<file path="src/rtl/ifid_skid_reg_if.sv">
// IF/ID handshake bundle: fetch side, decode side, flush and bubble count.
// master = fetch/decode environment, slave = the pipeline register.
interface ifid_skid_reg_if #(
    parameter int PC_W    = 4,
    parameter int INSTR_W = 32,
    parameter int CNT_W   = 16
);
    logic               in_valid;
    logic               in_ready;
    logic [PC_W-1:0]    in_next_pc;
    logic [INSTR_W-1:0] in_instr;
    logic [INSTR_W-1:0] in_next_instr;
    logic               out_valid;
    logic               out_ready;
    logic [PC_W-1:0]    out_next_pc;
    logic [INSTR_W-1:0] out_instr;
    logic [INSTR_W-1:0] out_next_instr;
    logic               flush;
    logic [CNT_W-1:0]   bubble_cnt;

    modport master (
        output in_valid,
        output in_next_pc,
        output in_instr,
        output in_next_instr,
        output out_ready,
        output flush,
        input  in_ready,
        input  out_valid,
        input  out_next_pc,
        input  out_instr,
        input  out_next_instr,
        input  bubble_cnt
    );

    modport slave (
        input  in_valid,
        input  in_next_pc,
        input  in_instr,
        input  in_next_instr,
        input  out_ready,
        input  flush,
        output in_ready,
        output out_valid,
        output out_next_pc,
        output out_instr,
        output out_next_instr,
        output bubble_cnt
    );
endinterface

</file>
<file path="src/rtl/ifid_skid_reg.sv">
// IF/ID pipeline register with one-entry skid buffer, flush-to-bubble
// and a saturating decode-starvation counter.
module ifid_skid_reg #(
    parameter int                 INSTR_W   = 32,
    parameter int                 PC_W      = 4,
    parameter logic [INSTR_W-1:0] NOP_INSTR = 32'h0000_0000,
    parameter int                 CNT_W     = 16
) (
    input  logic           clk,
    input  logic           rst,
    ifid_skid_reg_if.slave bus
);
    localparam int PW = PC_W + 2 * INSTR_W;
    localparam logic [CNT_W-1:0] CNT_MAX = '1;
    localparam logic [CNT_W-1:0] CNT_ONE = {{(CNT_W-1){1'b0}}, 1'b1};

    typedef enum logic [1:0] {
        S_EMPTY = 2'd0,
        S_ONE   = 2'd1,
        S_FULL  = 2'd2
    } state_t;

    state_t           r_state;
    state_t           w_state_nxt;
    logic [PW-1:0]    r_main;
    logic [PW-1:0]    r_skid;
    logic [CNT_W-1:0] r_cnt;

    logic          w_main_valid;
    logic          w_skid_valid;
    logic          w_in_ready;
    logic          w_accept;
    logic          w_consume;
    logic          w_ld_main_in;
    logic          w_ld_main_skid;
    logic          w_ld_skid;
    logic [PW-1:0] w_in_pay;

    // Readiness depends only on flops and rst, never on out_ready.
    assign w_main_valid = (r_state != S_EMPTY);
    assign w_skid_valid = (r_state == S_FULL);
    assign w_in_ready   = ~w_skid_valid & ~rst;
    assign w_accept     = bus.in_valid & w_in_ready;
    assign w_consume    = w_main_valid & bus.out_ready;
    assign w_in_pay     = {bus.in_next_pc, bus.in_instr, bus.in_next_instr};

    // State register.
    always_ff @(posedge clk) begin
        if (rst) begin
            r_state <= S_EMPTY;
        end else begin
            r_state <= w_state_nxt;
        end
    end

    // Next-state: flush drops everything, otherwise FIFO occupancy update.
    always_comb begin
        w_state_nxt = r_state;
        if (bus.flush) begin
            w_state_nxt = S_EMPTY;
        end else begin
            unique case (r_state)
                S_EMPTY: begin
                    if (w_accept) w_state_nxt = S_ONE;
                end
                S_ONE: begin
                    if (w_accept && !w_consume) w_state_nxt = S_FULL;
                    else if (!w_accept && w_consume) w_state_nxt = S_EMPTY;
                end
                S_FULL: begin
                    if (w_consume) w_state_nxt = S_ONE;
                end
                default: w_state_nxt = S_EMPTY;
            endcase
        end
    end

    // Payload load strobes for the main and skid entries.
    always_comb begin
        w_ld_main_in   = 1'b0;
        w_ld_main_skid = 1'b0;
        w_ld_skid      = 1'b0;
        if (!bus.flush) begin
            unique case (r_state)
                S_EMPTY: begin
                    w_ld_main_in = w_accept;
                end
                S_ONE: begin
                    w_ld_main_in = w_accept & w_consume;
                    w_ld_skid    = w_accept & ~w_consume;
                end
                S_FULL: begin
                    w_ld_main_skid = w_consume;
                end
                default: begin
                    w_ld_main_in = 1'b0;
                end
            endcase
        end
    end

    // Payload registers; main drives the decode side, skid absorbs a stall.
    always_ff @(posedge clk) begin
        if (rst) begin
            r_main <= '0;
            r_skid <= '0;
        end else begin
            if (w_ld_main_in) begin
                r_main <= w_in_pay;
            end else if (w_ld_main_skid) begin
                r_main <= r_skid;
            end
            if (w_ld_skid) begin
                r_skid <= w_in_pay;
            end
        end
    end

    // Count cycles where decode was ready but had nothing; saturate.
    always_ff @(posedge clk) begin
        if (rst) begin
            r_cnt <= '0;
        end else if (bus.out_ready && !w_main_valid && r_cnt != CNT_MAX) begin
            r_cnt <= r_cnt + CNT_ONE;
        end
    end

    assign bus.in_ready       = w_in_ready;
    assign bus.out_valid      = w_main_valid;
    assign bus.out_next_pc    = r_main[PW-1 -: PC_W];
    assign bus.out_instr      = w_main_valid ?
                                r_main[2*INSTR_W-1 -: INSTR_W] : NOP_INSTR;
    assign bus.out_next_instr = r_main[INSTR_W-1:0];
    assign bus.bubble_cnt     = r_cnt;
endmodule

</file>
<file path="src/flat_wrapper.sv">
// flat-port wrapper written by rule: the top's interface ports become plain ports
module ifid_skid_reg_flat 
#(
    parameter int                 INSTR_W   = 32,
    parameter int                 PC_W      = 4,
    parameter logic [INSTR_W-1:0] NOP_INSTR = 32'h0000_0000,
    parameter int                 CNT_W     = 16
)
  (clk, rst, bus_in_valid, bus_in_next_pc, bus_in_instr, bus_in_next_instr, bus_out_ready, bus_flush, bus_in_ready, bus_out_valid, bus_out_next_pc, bus_out_instr, bus_out_next_instr, bus_bubble_cnt);
  ifid_skid_reg_if #(.PC_W(PC_W), .INSTR_W(INSTR_W), .CNT_W(CNT_W)) bus_i ();
  input  logic clk;
  input  logic rst;
  input wire logic [$bits(bus_i.in_valid)-1:0] bus_in_valid;
  input wire logic [$bits(bus_i.in_next_pc)-1:0] bus_in_next_pc;
  input wire logic [$bits(bus_i.in_instr)-1:0] bus_in_instr;
  input wire logic [$bits(bus_i.in_next_instr)-1:0] bus_in_next_instr;
  input wire logic [$bits(bus_i.out_ready)-1:0] bus_out_ready;
  input wire logic [$bits(bus_i.flush)-1:0] bus_flush;
  output wire logic [$bits(bus_i.in_ready)-1:0] bus_in_ready;
  output wire logic [$bits(bus_i.out_valid)-1:0] bus_out_valid;
  output wire logic [$bits(bus_i.out_next_pc)-1:0] bus_out_next_pc;
  output wire logic [$bits(bus_i.out_instr)-1:0] bus_out_instr;
  output wire logic [$bits(bus_i.out_next_instr)-1:0] bus_out_next_instr;
  output wire logic [$bits(bus_i.bubble_cnt)-1:0] bus_bubble_cnt;
  assign bus_i.in_valid = bus_in_valid;
  assign bus_i.in_next_pc = bus_in_next_pc;
  assign bus_i.in_instr = bus_in_instr;
  assign bus_i.in_next_instr = bus_in_next_instr;
  assign bus_i.out_ready = bus_out_ready;
  assign bus_i.flush = bus_flush;
  assign bus_in_ready = bus_i.in_ready;
  assign bus_out_valid = bus_i.out_valid;
  assign bus_out_next_pc = bus_i.out_next_pc;
  assign bus_out_instr = bus_i.out_instr;
  assign bus_out_next_instr = bus_i.out_next_instr;
  assign bus_bubble_cnt = bus_i.bubble_cnt;
  ifid_skid_reg #(.INSTR_W(INSTR_W), .PC_W(PC_W), .NOP_INSTR(NOP_INSTR), .CNT_W(CNT_W)) u_core (.clk(clk), .rst(rst), .bus(bus_i));
endmodule
</file>
<file path="config.mk">
export PLATFORM = sky130hd
export DESIGN_NAME = ifid_skid_reg_flat
export DESIGN_NICKNAME = d
export VERILOG_FILES = /design/src/rtl/ifid_skid_reg_if.sv /design/src/rtl/ifid_skid_reg.sv /design/src/flat_wrapper.sv
export SDC_FILE = /design/constraint.sdc
export NUM_CORES = 1
export LEC_CHECK = 0
export CORE_AREA = 2 2 130 132
export DETAILED_ROUTE_END_ITERATION = 12
export DIE_AREA = 0 0 132 134
export GPL_TIMING_DRIVEN = 0
export PLACE_DENSITY = 0.66
export SYNTH_ARGS = -nofsm -noshare
export SYNTH_HDL_FRONTEND = slang
export SYNTH_SLANG_ARGS = --single-unit
export TNS_END_PERCENT = 1
</file>
<file path="constraint.sdc">
create_clock -name clk -period 2.5 [get_ports clk]
set_clock_uncertainty 0.15 [all_clocks]
set_input_delay 0.5 -clock clk [delete_from_list [all_inputs] [get_ports clk]]
set_output_delay 0.5 -clock clk [all_outputs]
set_load 0.005 [all_outputs]
</file>
==> Word-level counts from Yosys, hierarchy flattened <==
Index checks and enable logic that the tools add are counted.
{ "totals": {"regBits": 154, "input_bits": 73, "out_inout_bits": 86, "word_cells": 45} }
{ "op_classes": {"n_addsub": 1, "eq_ne": 6, "n_mux": 14, "bitwise_logic": 8, "reduce_logical": 12} }
{ "ops": {"columns": ["op", "count"], "rows": [
  ["68-bit two-way mux", 2],
  ["32-bit two-way mux", 1],
  ["16-bit by 1-bit adder with 16-bit output, second input constant", 1],
  ["16-bit != test, second input constant", 1],
  ["2-bit two-way mux", 4],
  ["2-bit case mux with 3 select lines", 1],
  ["1-bit bitwise AND", 5],
  ["1-bit two-way mux", 5],
  ["1-bit logical AND", 4],
  ["2-bit nonzero test", 2],
  ["1-bit logical NOT", 3],
  ["3-bit by 1-bit != test with 1-bit output, second input constant", 1],
  ["1-bit inverter", 3],
  ["3-bit AND reduction", 1],
  ["2-bit by 1-bit == test with 1-bit output, second input constant", 1],
  ["2-bit == test, second input constant", 1],
  ["2-bit logical NOT", 1],
  ["2-bit by 1-bit != test with 1-bit output, second input constant", 1],
  ["2-bit != test, second input constant", 1],
  ["1-bit case mux with 2 select lines", 1],
  ["2-bit OR reduction", 1]
]} }

==> Depth between registers and ports, before layout <==
{ "depth": {"depth_word": 9, "ltp_mapped": 7} }

==> Worst setup path after synthesis <==
No wires, ideal clock.
{ "synth_path": {"kind": "register to register", "startpoint": "register u_core.r_cnt[0], in the netlist u_core.bus.bubble_cnt[0]", "endpoint": "register u_core.r_cnt[3], in the netlist u_core.bus.bubble_cnt[3]", "setup_ns": 0.132, "arrival_ns": 1.582, "required_time_ns": 2.218, "slack_ns": 0.636, "path_stages_with_launch": 7, "cell_sequence": "dfxtp_1 > ha_1 > nand4_1 > nor4_1 > clkbuf_1 > or3_1 > a21oi_1"} }
{ "synth_via": {"elab_chain_len": 2} }
{ "synth_lines": {"columns": ["item", "line_no", "text"], "rows": [
  ["start: declaration", "ifid_skid_reg.sv:27", "logic [CNT_W-1:0] r_cnt;"],
  ["start signal: assignment", "ifid_skid_reg.sv:124", "r_cnt <= r_cnt + CNT_ONE;"],
  ["branches (longest 2 deep; another with 16-bit by 1-bit adder with 16-bit output)", null, null]
]} }
Several ways; the timed one is not identified.
A chain may end at the register's enable or synchronous reset.

==> Final worst setup path <==
{ "layout_path": {"startpoint": "input port rst", "endpoint": "output port bus_in_ready"} }
{ "layout_via": {"elab_chain_len": 2} }
{ "layout_lines": {"columns": ["item", "line_no", "text"], "rows": [
  ["start: declaration", "flat_wrapper.sv:12", "input logic rst;"],
  ["1-bit inverter", "ifid_skid_reg.sv:42", "assign w_in_ready = ~w_skid_valid & ~rst;"],
  ["1-bit bitwise AND", "ifid_skid_reg.sv:42", null],
  ["end: declaration", "flat_wrapper.sv:19", "output wire logic [$bits(bus_i.in_ready)-1:0] bus_in_ready;"]
]} }
No other way between the ends.

==> impl_metrics.env <==
export IMPL_grt_max_degree=17
export IMPL_numCtsBuffers=17
export IMPL_netlist_instances=789
export IMPL_vias_per_cell=4.96
export IMPL_synthFlopType="dfxtp_1"
export IMPL_hold_viol=0
export IMPL_synth_seq_cells=154
export IMPL_nets=1045
export IMPL_path_common_cell="clkbuf_8"
export IMPL_dp_cells=1167
export IMPL_rsz0062_at_grt="no"
export IMPL_cp_start_kind="primary input"
export IMPL_fin_crit_ps=2450
export IMPL_synth_distinct_cells=44
export IMPL_timing_max_cap_violations=0
export IMPL_synth_async_sr_flop_share_pct=0
export IMPL_drt_wl_total_um=17900
export IMPL_synth_common_cells="nand2_1, dfxtp_1, a21oi_1, a22oi_1, buf_4"
export IMPL_antennaDiodeCount=0
export IMPL_cts_root_buf="clkbuf_16"
export IMPL_postSynthAreaPerCell_um2=8.17
export IMPL_setup_violations=0
export IMPL_fp_dieArea_um2=17700
export IMPL_chipWidth_um=132
export IMPL_total_power_w=0.00551
export IMPL_wl_per_cell_um=14.9
export IMPL_seq_area_frac_synth_pct=47.8
export IMPL_crit_type="primary input to output pin"
export IMPL_status="completed"
export IMPL_hp_class="flip-flop to flip-flop"
export IMPL_max_freq_ghz=0.409
export IMPL_synth_edf_count=0
export IMPL_syn2layout_area_growth_pct=39.6
export IMPL_drc=0
export IMPL_fin_crit_sh_pct=97.9
export IMPL_clkPwrFrac_pct=46.1
export IMPL_path_clk_slew_ps=60
export IMPL_synth_top_cell_area_share_pct=47.8
export IMPL_fp_dieH_um=134
export IMPL_antenna_found_initial=0
export IMPL_p_leak_nw=3.14
export IMPL_yosys_warnings=0
export IMPL_worst_pin_slew_ps=678
export IMPL_synth_top_area_cell="dfxtp_1"
export IMPL_netlist_area_um2=6450
export IMPL_drt_iter0_drc=273
export IMPL_core_area_um2=16300
export IMPL_grt_pass1_wl_um=28800
export IMPL_grt_ovfl_total=0
export IMPL_slew_headroom_pct=54.8
export IMPL_rows=47
export IMPL_cts_sinks=154
export IMPL_stdcell_count=1204
export IMPL_synthTopCellsByArea="dfxtp_1, nand2_1, a21oi_1"
export IMPL_tns_ps=0
export IMPL_final_cell_area_um2=9000
export IMPL_worstPathMaxFanout=10
export IMPL_synth_top_family_by_area="simple AND/OR/NAND/NOR gates"
export IMPL_synth_compound_area_share_pct=21.4
export IMPL_grt_usage_pct=20.4
export IMPL_synthSimpleGateAreaFrac_pct=21.4
export IMPL_drive_above_1_share_pct=12.0
export IMPL_grt_pass1_vias=5682
export IMPL_drt_pass1_iterations=5
export IMPL_clockBufferDepth=2
export IMPL_worst_ir_drop_vdd_mv=0.477
export IMPL_hpwlAfterDp_um=12500
export IMPL_critPathRequiredTime_ps=1850
export IMPL_placement_io_buffers=158
export IMPL_switching_share_pct=22.6
export IMPL_crit_slowest_cell="clkdlybuf4s50_1"
export IMPL_cp_slowest_stage_delay_ps=510
export IMPL_slew_viol_final=0
export IMPL_ios=159
export IMPL_seqPwrFrac_pct=45.8
export IMPL_synthAdderAreaFrac_pct=0.194
export IMPL_place_area_um2=8300
export IMPL_p_per_area_nw_per_um2=612
export IMPL_power_frac_comb_pct=8.1
export IMPL_cp_arrival_ps=1800
export IMPL_crit_path_end_kind="output pin"
export IMPL_antenna_left=0
export IMPL_route_vias_total=5969
export IMPL_gp_congestion=0.804
export IMPL_synthMuxAreaShare_pct=0.505
export IMPL_power_switching_w=0.00125
export IMPL_cts_max_level=4
export IMPL_internal_power_w=0.00426
export IMPL_start_util_pct=39.6
export IMPL_synth_xor_area_share_pct=0.136
export IMPL_cts_tree="built"
export IMPL_cts_hold_fix_buffers=0
export IMPL_yosysMostFrequentCell="nand2_1"
export IMPL_path_cells="clkdlybuf4s15_2, clkbuf_8, clkbuf_8, nor2_2, clkdlybuf4s50_1"
export IMPL_syn_num_nets=863
export IMPL_clock_latency_ps=420
## through the flow
stage	hold slack, ps	worst slack [ps]	util, %
floorplan	282	636	-
global placement	290	-964	51.0
detailed placement	293	-969	51.0
CTS	301	27.0	55.2
global route	321	1.10	55.3
finish	301	53.4	55.3
## worst paths after layout
path / start / end / slack [ps] / cells past startpoint
worst max-delay path: rst / bus_in_ready / 50 / 5
worst min-delay path: u_core.r_main[37] / u_core.r_main[37] / 300 / 2
worst max register to register: u_core.bus.bubble_cnt[0] / u_core.bus.bubble_cnt[4] / 290 / 6
worst min register to register: u_core.r_main[37] / u_core.r_main[37] / 300 / 2
## area by class of cell
| class | count | area [um^2] |
|---|---|---|
| Inverter | 3 | 11.3 |
| Fill cell | 1569 | 7290 |
| Tap cell | 220 | 275 |
| Sequential cell | 154 | 3090 |
| Clock inverter | 11 | 120 |
| Multi-Input combinational cell | 536 | 2830 |
| Timing Repair Buffer | 163 | 1630 |
| Clock buffer | 21 | 460 |
| Buffer | 96 | 586 |
## layer usage
metal,vias up,global-route usage (%),routed length [um]
li1,3034,-,-
met1,2742,26.3,8220
met2,174,32.9,8300
met3,19,5.67,1160
met4,0,7.19,270
met5,-,0,0
## flip-flops by register name (all words and copies together), names as in the netlist
signal / cells
u_core.bus.bubble_cnt: 16
u_core.r_main: 68
u_core.r_state: 2
u_core.r_skid: 68
## critical path, delay by kind of cell
kind                   cells  cell delay (ps)
buffers and inverters      4             1170
AND/OR/NAND/NOR            1              130
## cell families (layout without fill, tap and decap cells)
logic type	after synthesis	count (layout)
AOI/OAI and AO/OA	233	233
DFF	154	154
buffers and inverters	99	294
and+or+nand+nor	298	298
muxes	3	3
adders and majority gates	1	1
xor gates and xnor gates	1	1
## cells in the final DEF, fill, tap and decap left out, types with 5 or more instances in the layout
cell type,n
a21oi_1,148
dfxtp_1,152
nor2b_1,33
nor2_1,6
clkbuf_8,6
buf_2,21
nand3_1,5
buf_4,46
clkbuf_16,17
a22oi_1,68
nand2_1,211
clkdlybuf4s50_1,153
clkbuf_1,30
or3_1,6
## timing repair
item	in CTS	in global routing
setup endpoints to repair	34	9
pin swaps	1	0
resized for setup	25	7
buffers inserted	5	0
## power by group through the flow
stage	clock [W]	combinational, W	sequential [W]
final	0.00254	0.000446	0.00252
after global routing	0.00268	0.000487	0.00253
after CTS	0.00257	0.000450	0.00252
after detailed placement	0	0.000431	0.00258
after global placement	0	0.000431	0.00258
after floorplan	0	0.000181	0.00257
Note: power is estimated with default switching activity, not from simulation.
